**src/rtl/mux_4x1_stream_if.sv**
```systemverilog
// Handshake bundle for mux_4x1_stream: four producer channels (data, valid,
// ready), the forced-select controls, and the single consumer channel.
//   slave  : the multiplexer side (takes producer data, drives y/y_valid).
//   master : the environment side (drives producer data, takes r* and y).
interface mux_4x1_stream_if #(
  parameter int WIDTH = 8
);
  logic [WIDTH-1:0] in0, in1, in2, in3;
  logic             v0, v1, v2, v3;
  logic             r0, r1, r2, r3;
  logic [1:0]       s;
  logic             sel_en;
  logic [WIDTH-1:0] y;
  logic [1:0]       y_sel;
  logic             y_valid;
  logic             y_ready;

  modport slave (
    input  in0, in1, in2, in3, v0, v1, v2, v3, s, sel_en, y_ready,
    output r0, r1, r2, r3, y, y_sel, y_valid
  );

  modport master (
    output in0, in1, in2, in3, v0, v1, v2, v3, s, sel_en, y_ready,
    input  r0, r1, r2, r3, y, y_sel, y_valid
  );
endinterface

```
**src/rtl/mux_4x1_stream.sv**
```systemverilog
// Registered 4-to-1 streaming multiplexer. Merges four valid/ready producer
// channels into one consumer channel, choosing by round-robin or by a forced
// 2-bit select, and tags each output beat with its source index.
// Ports:
//   clk    : rising-edge clock
//   rst_n  : asynchronous active-low reset
//   bus    : mux_4x1_stream_if.slave (in0..3, v0..3, r0..3, s, sel_en,
//            y, y_sel, y_valid, y_ready)
module mux_4x1_stream #(
  parameter int WIDTH = 8
) (
  input logic                clk,
  input logic                rst_n,
  mux_4x1_stream_if.slave    bus
);

  logic [WIDTH-1:0] din [4];
  logic [3:0]       v_vec;
  logic [3:0]       elig;
  logic [3:0]       r_vec;
  logic [1:0]       rr_grant;
  logic [1:0]       grant;
  logic             any_elig;
  logic             load_en;
  logic             take;

  logic [WIDTH-1:0] y_q;
  logic [1:0]       y_sel_q;
  logic             y_valid_q;
  logic [1:0]       ptr;

  assign din[0] = bus.in0;
  assign din[1] = bus.in1;
  assign din[2] = bus.in2;
  assign din[3] = bus.in3;
  assign v_vec  = {bus.v3, bus.v2, bus.v1, bus.v0};

  // Output slot is free, or is being drained this very cycle. This makes
  // y_ready a combinational input to every r*.
  assign load_en = !y_valid_q || bus.y_ready;

  // In fixed mode only the selected channel can ever be eligible.
  assign elig     = bus.sel_en ? (v_vec & (4'b0001 << bus.s)) : v_vec;
  assign any_elig = |elig;

  // First eligible channel scanning ptr, ptr+1, ... (mod 4).
  always_comb begin
    // NOTE: defaults first so every path assigns the outputs and no latch is inferred.
    rr_grant = ptr;
    for (int k = 3; k >= 0; k--) begin
      if (elig[ptr + 2'(k)]) rr_grant = ptr + 2'(k);
    end
  end

  assign grant = bus.sel_en ? bus.s : rr_grant;

  // rst_n gating keeps every ready low during reset even though the empty
  // output slot would otherwise advertise space.
  assign take  = rst_n && load_en && any_elig;
  assign r_vec = take ? (4'b0001 << grant) : 4'b0000;

  assign bus.r0 = r_vec[0];
  assign bus.r1 = r_vec[1];
  assign bus.r2 = r_vec[2];
  assign bus.r3 = r_vec[3];

  // NOTE: sequential state uses non-blocking assignments so all registers
  // update together from pre-edge values.
  always_ff @(posedge clk or negedge rst_n) begin
    if (!rst_n) begin
      // The data register is reset too: y must read 0 out of reset.
      y_q       <= '0;
      y_sel_q   <= '0;
      y_valid_q <= 1'b0;
      ptr       <= '0;
    end else if (take) begin
      y_q       <= din[grant];
      y_sel_q   <= grant;
      y_valid_q <= 1'b1;
      if (!bus.sel_en) ptr <= grant + 2'd1;
    end else if (bus.y_ready) begin
      y_valid_q <= 1'b0;
    end
  end

  assign bus.y       = y_q;
  assign bus.y_sel   = y_sel_q;
  assign bus.y_valid = y_valid_q;

endmodule
```
**src/flat_wrapper.sv**
```systemverilog
// flat-port wrapper written by rule: the top's interface ports become plain ports
module mux_4x1_stream_flat 
#(
  parameter int WIDTH = 8
)
  (clk, rst_n, bus_in0, bus_in1, bus_in2, bus_in3, bus_v0, bus_v1, bus_v2, bus_v3, bus_s, bus_sel_en, bus_y_ready, bus_r0, bus_r1, bus_r2, bus_r3, bus_y, bus_y_sel, bus_y_valid);
  mux_4x1_stream_if #(.WIDTH(WIDTH)) bus_i ();
  input logic clk;
  input logic rst_n;
  input wire logic [$bits(bus_i.in0)-1:0] bus_in0;
  input wire logic [$bits(bus_i.in1)-1:0] bus_in1;
  input wire logic [$bits(bus_i.in2)-1:0] bus_in2;
  input wire logic [$bits(bus_i.in3)-1:0] bus_in3;
  input wire logic [$bits(bus_i.v0)-1:0] bus_v0;
  input wire logic [$bits(bus_i.v1)-1:0] bus_v1;
  input wire logic [$bits(bus_i.v2)-1:0] bus_v2;
  input wire logic [$bits(bus_i.v3)-1:0] bus_v3;
  input wire logic [$bits(bus_i.s)-1:0] bus_s;
  input wire logic [$bits(bus_i.sel_en)-1:0] bus_sel_en;
  input wire logic [$bits(bus_i.y_ready)-1:0] bus_y_ready;
  output wire logic [$bits(bus_i.r0)-1:0] bus_r0;
  output wire logic [$bits(bus_i.r1)-1:0] bus_r1;
  output wire logic [$bits(bus_i.r2)-1:0] bus_r2;
  output wire logic [$bits(bus_i.r3)-1:0] bus_r3;
  output wire logic [$bits(bus_i.y)-1:0] bus_y;
  output wire logic [$bits(bus_i.y_sel)-1:0] bus_y_sel;
  output wire logic [$bits(bus_i.y_valid)-1:0] bus_y_valid;
  assign bus_i.in0 = bus_in0;
  assign bus_i.in1 = bus_in1;
  assign bus_i.in2 = bus_in2;
  assign bus_i.in3 = bus_in3;
  assign bus_i.v0 = bus_v0;
  assign bus_i.v1 = bus_v1;
  assign bus_i.v2 = bus_v2;
  assign bus_i.v3 = bus_v3;
  assign bus_i.s = bus_s;
  assign bus_i.sel_en = bus_sel_en;
  assign bus_i.y_ready = bus_y_ready;
  assign bus_r0 = bus_i.r0;
  assign bus_r1 = bus_i.r1;
  assign bus_r2 = bus_i.r2;
  assign bus_r3 = bus_i.r3;
  assign bus_y = bus_i.y;
  assign bus_y_sel = bus_i.y_sel;
  assign bus_y_valid = bus_i.y_valid;
  mux_4x1_stream #(.WIDTH(WIDTH)) u_core (.clk(clk), .rst_n(rst_n), .bus(bus_i));
endmodule
```
**config.mk**
```make
export PLATFORM = sky130hd
export DESIGN_NAME = mux_4x1_stream_flat
export DESIGN_NICKNAME = d
export VERILOG_FILES = /design/src/rtl/mux_4x1_stream_if.sv /design/src/rtl/mux_4x1_stream.sv /design/src/flat_wrapper.sv
export SDC_FILE = /design/constraint.sdc
export NUM_CORES = 1
export LEC_CHECK = 0
export BUFFER_PORTS_ARGS = -buffer_cell sky130_fd_sc_hd__buf_4
export CAP_MARGIN = 20
export CORE_MARGIN = 3
export CORE_UTILIZATION = 42
export DETAILED_ROUTE_END_ITERATION = 8
export PLACE_DENSITY = 0.89
export SLEW_MARGIN = 20
export SYNTH_ARGS = -nofsm -noshare
export SYNTH_HDL_FRONTEND = slang
export SYNTH_SLANG_ARGS = --single-unit
export TNS_END_PERCENT = 1
```
**constraint.sdc**
```tcl
create_clock -name clk -period 3 [get_ports clk]
set_input_delay 0.9 -clock clk [delete_from_list [all_inputs] [get_ports clk]]
set_output_delay 0.9 -clock clk [all_outputs]
set_load 0.02 [all_outputs]
```
==> impl_metrics.env, run 1 <==
export IMPL_timing_rr_start="u_core.ptr[0]$_DFFE_PN0P_"
export IMPL_swShare_pct=42.19
export IMPL_area_growth_pct=65.29
export IMPL_synth_seq_area_share_pct=27.51
export IMPL_gp_routability_congestion=0.9691
export IMPL_synth_area_leader_cell="dfrtp_1"
export IMPL_final_cells=222
export IMPL_diodes=0
export IMPL_syn_inst=118
export IMPL_ioPinCount=57
export IMPL_outcome="finished, violations left"
export IMPL_hpwl_mm=2.831
export IMPL_core_sq_um=2567
export IMPL_cts_root_buf="clkbuf_4"
export IMPL_ys_ff_latch=13
export IMPL_powerDensity_nw_per_um2=554.7
export IMPL_h_tree_depth=1
export IMPL_pwr_share_clk_pct=9.9
export IMPL_numCtsBuffers=3
export IMPL_leakage_nw=0.8759
export IMPL_clkLatencyLatePin_ns=0.27
export IMPL_grt_overflow=0
export IMPL_synth_top_area_share_pct=27.51
export IMPL_p_comb_share_pct=61.0
export IMPL_min_period_over_period_pct=105.2
export IMPL_syn_area_per_cell_sq_um=10.02
export IMPL_critPathLaunchType="input port"
export IMPL_failed_checks="negative setup slack"
export IMPL_yosys_top_cells_area="dfrtp_1 28%, o32ai_2 9.6%, mux2i_1 7.6%"
export IMPL_grt_pass1_wl_mm=6.417
export IMPL_max_freq_mhz=316.9
export IMPL_antenna_found_initial=0
export IMPL_hold_viol=0
export IMPL_slew_viol_final=0
export IMPL_rows=18
export IMPL_dp_cells=217
export IMPL_r2r_slack_ns=0.70
export IMPL_drc_errors=0
export IMPL_grt_pass1_vias=1390
export IMPL_dr_first_iter_drc_count=52
export IMPL_worst_slack_ns=-0.1554
export IMPL_wl_mm=4.042
export IMPL_cts_tree="done"
export IMPL_drive_gt1_share_pct=64.58
export IMPL_die_h_microns=59.06
export IMPL_worstPathArrival_ns=2.26
export IMPL_cts_sinks=13
export IMPL_die_area_sq_um=3488
export IMPL_p_sw_mw=0.4573
export IMPL_drtAntennaViolNets=0
export IMPL_viasPerCell=5.802
export IMPL_fillers=164
export IMPL_track_usage_pct=24.34
export IMPL_clk_pin_slew_worst_paths_ns=0.08
export IMPL_io_buffers=56
export IMPL_report_final_setup_viol=4
export IMPL_worst_pin_slew_ns=0.3948
export IMPL_synth_nets=160
export IMPL_rsz0062_at_grt="yes"
export IMPL_r2r_cells=7
export IMPL_p_int_mw=0.6267
export IMPL_cp_end_kind="primary output"
export IMPL_skew_ns=0.003536
export IMPL_seqPwrFrac_pct=29.1
export IMPL_yosysUniqueCellTypes=38
export IMPL_fin_crit_ns=3.155
export IMPL_grt_max_degree=18
export IMPL_cts_max_path_buffers=2
export IMPL_hp_class="in -> async"
export IMPL_vdd_ir_drop_worst_uv=469.2
export IMPL_critPathRequiredTime_ns=2.10
export IMPL_maxCapViolCount=0
export IMPL_pre_cts_slack_ns=-0.1966
export IMPL_nNetsFinal=235
export IMPL_wl_per_cell_microns=18.21
export IMPL_hold_buffers=0
export IMPL_fp_dieW_microns=59.06
export IMPL_syn_area_sq_um=1182
export IMPL_vias=1288
export IMPL_ys_warn_count=0
export IMPL_whs_ns=0.4708
export IMPL_critical_path_max_fanout=6
export IMPL_start_util_pct=46.05
export IMPL_slew_headroom_pct=73.40
export IMPL_timing_rr_end="u_core.bus.y[7]$_DFFE_PN0P_"
export IMPL_firstDrtPassIters=4
export IMPL_crit_type="in -> out"
[registers in the layout (all words and copies together) (netlist names)]
| signal | cells |
|---|---|
| u_core.bus.y_sel | 2 |
| u_core.bus.y | 8 |
| u_core.bus.y_valid | 1 |
| u_core.ptr | 2 |
[power groups by stage]
stage | logic (mW) | clock network (mW) | registers, mW
floorplan | 0.318 | 0 | 0.350
global placement | 0.579 | 0 | 0.295
detailed placement | 0.601 | 0 | 0.301
CTS | 0.648 | 0.111 | 0.307
global route | 0.703 | 0.120 | 0.321
finish | 0.661 | 0.108 | 0.316
[cell families (layout without fill, tap and decap cells)]
logic type | count (synthesis) | count (layout) | synth area share (%)
simple gates | 38 | 38 | 18.20
buf+inv | 11 | 85 | 7.618
compound gates | 37 | 37 | 29.74
mux | 18 | 18 | 16.19
flops | 13 | 13 | 27.51
xor+xnor | 1 | 1 | 0.7409
[cells in the final DEF, fill, tap and decap left out, types with 2 or more instances in the layout]
cell type,n
a21oi_1,8
nand2b_1,11
clkbuf_4,3
o32ai_2,7
a21oi_2,3
o311ai_2,2
buf_12,2
nor2_1,5
o21bai_1,2
nor3b_4,2
buf_6,8
a21boi_2,2
dfrtp_1,13
o21ai_2,2
nor2_4,3
mux2_2,8
nor2b_4,2
nand2_1,8
buf_4,68
mux2i_1,8
[area by class of cell]
| type | count | area (sq um) | share of cell area, % |
|---|---|---|---|
| flip-flops and latches | 13 | 325.3 | 16.65 |
| well taps | 30 | 37.54 | 1.921 |
| clock buffers | 4 | 26.28 | 1.344 |
| multi-input cells | 94 | 878.3 | 44.94 |
| repair buffers | 80 | 683.2 | 34.96 |
| inverters | 1 | 3.754 | 0.1921 |
[stage by stage]
stage,total power [mW],setup TNS (ns),utilization (%),cell area [sq um]
after floorplan,0.6678,-0.4477,-,1212
after global placement,0.8744,-0.6229,68.18,1750
after detailed placement,0.9028,-0.7115,68.18,1750
after CTS,1.066,-0.4490,75.39,1936
after global routing,1.143,-0.7989,76.12,1954
final,1.084,-0.5779,76.12,1954
[cells in the mapped netlist, drive strengths merged]
cell type  count
o31ai          3
nor3b          2
nand2          9
buf           10
a21o           1
inv            1
nor2b          3
mux2i          9
a21boi         2
o21bai         2
o211ai         1
mux2           9
or2            2
dfrtp         13
a211o          1
o311ai         2
xnor2          1
o32ai          8
o21ai          4
a21oi         11
nor2           8
and3b          1
a221oi         1
nand2b        12
and3           1
a32oi          1
[per-layer routing]
layer	vias up	part of all wire (%)	global-route usage [%]
li1	583	-	-
met2	72	54	46.21
met4	0	2.9	12.30
met1	621	34	25.77
met5	-	0	0
met3	12	9.3	3.268
[worst max path at each step]
stage / endpoint / cells after the start / from
finish: bus_r1 / 7 / bus_v0
global route: bus_r3 / 7 / bus_v0
CTS: bus_r1 / 7 / bus_s[1]
detailed placement: bus_r1 / 9 / bus_s[0]
global placement: bus_r2 / 8 / bus_s[1]
floorplan: bus_r3 / 8 / bus_s[0]
[worst max-delay path, stage by stage]
cell,delay (ns)
buf_4,0.14
nor2b_4,0.13
a21oi_2,0.17
a32oi_2,0.10
o31ai_4,0.45
and3_4,0.25
buf_6,0.11
[repair_timing]
action,in CTS,in global routing
endpoints found under the setup margin,4,4
cloned,1,0
setup buffers,1,0
gates resized for setup,35,2
pin swaps,12,5
No activity file was read; power rests on OpenSTA's default activity.
==> run 2: changes to the inputs <==
--- a/config.mk
+++ b/config.mk
@@ -8,9 +8,9 @@
 export BUFFER_PORTS_ARGS = -buffer_cell sky130_fd_sc_hd__buf_4
 export CAP_MARGIN = 20
 export CORE_MARGIN = 3
-export CORE_UTILIZATION = 42
+export CORE_UTILIZATION = 50
 export DETAILED_ROUTE_END_ITERATION = 8
-export PLACE_DENSITY = 0.89
+export PLACE_DENSITY = 0.95
 export SLEW_MARGIN = 20
 export SYNTH_ARGS = -nofsm -noshare
 export SYNTH_HDL_FRONTEND = slang
==> constraint.sdc (replaced) <==
create_clock -name clk -period 4.01 [get_ports clk]
set_input_delay 1.203 -clock clk [delete_from_list [all_inputs] [get_ports clk]]
set_output_delay 1.203 -clock clk [all_outputs]
set_load 0.02 [all_outputs]
==> impl_metrics.env, run 2 (synthesis results as in run 1) <==
export IMPL_outcome="complete, no violations"
export IMPL_worst_slack_ns=0.08300
export IMPL_slew_viol_final=0
export IMPL_grt_max_degree=18
export IMPL_gp_routability_congestion=0.8302
export IMPL_wl_mm=3.427
export IMPL_die_area_sq_um=2984
export IMPL_fin_crit_ns=3.927
export IMPL_r2r_cells=7
export IMPL_grt_pass1_vias=1077
export IMPL_seq_area_sq_um=325.3
export IMPL_nNetsFinal=217
export IMPL_critPathRequiredTime_ns=2.81
export IMPL_cts_max_path_buffers=2
export IMPL_drtAntennaViolNets=0
export IMPL_firstDrtPassIters=5
export IMPL_cts_root_buf="clkbuf_4"
export IMPL_critPathLaunchType="input port"
export IMPL_worstPathArrival_ns=2.72
export IMPL_holdPathStages=2
export IMPL_hpwl_mm=2.705
export IMPL_dp_cells=197
export IMPL_utilization_pct=77.14
export IMPL_cts_tree="done"
export IMPL_rows=16
export IMPL_crit_type="in -> out"
export IMPL_fillers=141
export IMPL_grt_pass1_wl_mm=4.961
export IMPL_whs_ns=0.5065
export IMPL_powerDensity_nw_per_um2=443.4
export IMPL_hold_viol=0
export IMPL_hold_buffers=0
export IMPL_dr_first_iter_drc_count=40
export IMPL_antenna_found_initial=0
export IMPL_start_util_pct=56.25
export IMPL_max_freq_mhz=254.6
export IMPL_ioPinCount=57
export IMPL_area_growth_pct=37.14
export IMPL_skew_ns=0.008619
export IMPL_numCtsBuffers=3
export IMPL_grt_overflow=0
export IMPL_leakage_nw=0.7365
export IMPL_report_final_setup_viol=0
export IMPL_largest_reg_flops=8
export IMPL_viasPerCell=5.851
export IMPL_vias=1176
export IMPL_fp_dieW_microns=54.63
export IMPL_setup_tns_ns=0
export IMPL_maxCapViolCount=0
export IMPL_ctsResizeCount=0
export IMPL_rsz0062_at_grt="no"
export IMPL_multi_input_area_sq_um=767.0
export IMPL_post_dp_cell_area_sq_um=1595
export IMPL_diodes=0
export IMPL_critical_path_max_fanout=9
export IMPL_final_cells=201
export IMPL_cts_sinks=13
export IMPL_drc_errors=0
export IMPL_worst_pin_slew_ns=0.4844
export IMPL_hp_class="reg -> reg"
export IMPL_wl_per_cell_microns=17.05
export IMPL_clkLatencyLatePin_ns=0.27
export IMPL_cts_setup_buffers=0
export IMPL_vdd_ir_drop_worst_uv=471.9
export IMPL_drive_gt1_share_pct=51.15
export IMPL_finalPower_mw=0.7189
export IMPL_track_usage_pct=23.19
export IMPL_min_period_over_period_pct=97.93
export IMPL_cp_end_kind="primary output"
export IMPL_clk_pin_slew_worst_paths_ns=0.08
export IMPL_die_h_microns=54.63
export IMPL_post_route_cell_area_sq_um=1622
export IMPL_io_buffers=56
export IMPL_final_common_cell="buf_4"
export IMPL_pre_cts_slack_ns=0.1446
export IMPL_slew_headroom_pct=67.64
export IMPL_h_tree_depth=1
export IMPL_layout_common_cells="62 x buf_4, 13 x dfrtp_1, 11 x nand2b_1"
export IMPL_core_sq_um=2102
-- run 2: cell count changes in the layout (fill, tap and decap cells not counted), sizes merged --
cell	change
buf	-18
-- run 2: layout make-up --
class | count | area share [%]
clock buffers | 4 | 1.620
inverters | 1 | 0.2315
flip-flops and latches | 13 | 20.06
multi-input cells | 94 | 47.30
well taps | 27 | 2.083
repair buffers | 62 | 28.70
-- run 2: critical path, stage by stage --
cell,delay [ns]
buf_4,0.15
nand2b_1,0.14
a21boi_0,0.31
nor3b_1,0.16
o31ai_4,0.35
and3_1,0.25
buf_4,0.15
-- run 2: path summary, 6_finish.rpt --
kind | startpoint | endpoint | slack [ns]
max | bus_s[1] | bus_r1 | 0.08
min reg2reg | u_core.bus.y_sel[0]$_DFFE_PN0P_ | u_core.bus.y_sel[0]$_DFFE_PN0P_ | 0.51
max reg2reg | u_core.ptr[0]$_DFFE_PN0P_ | u_core.bus.y[1]$_DFFE_PN0P_ | 1.91
min in group asynchronous | rst_n | u_core.bus.y[7]$_DFFE_PN0P_ | 0.76
max in group asynchronous | rst_n | u_core.bus.y_valid$_DFFE_PN0P_ | 3.07
min | u_core.bus.y_sel[0]$_DFFE_PN0P_ | u_core.bus.y_sel[0]$_DFFE_PN0P_ | 0.51
-- run 2: layer usage --
layer | track usage, % | up-vias | wire length [microns]
met2 | 40.16 | 39 | 1800
met4 | 6.224 | 0 | 64
met1 | 29.61 | 583 | 1408
li1 | - | 548 | -
met5 | 0 | - | 0
met3 | 3.542 | 6 | 152
-- run 2: power by group --
part / internal (mW) / leakage (nW) / switching [mW]
Combinational: 0.199 / 0.576 / 0.214
Clock: 0.0385 / 0.0150 / 0.0441
Sequential: 0.178 / 0.146 / 0.0452
Total: 0.416 / 0.736 / 0.303
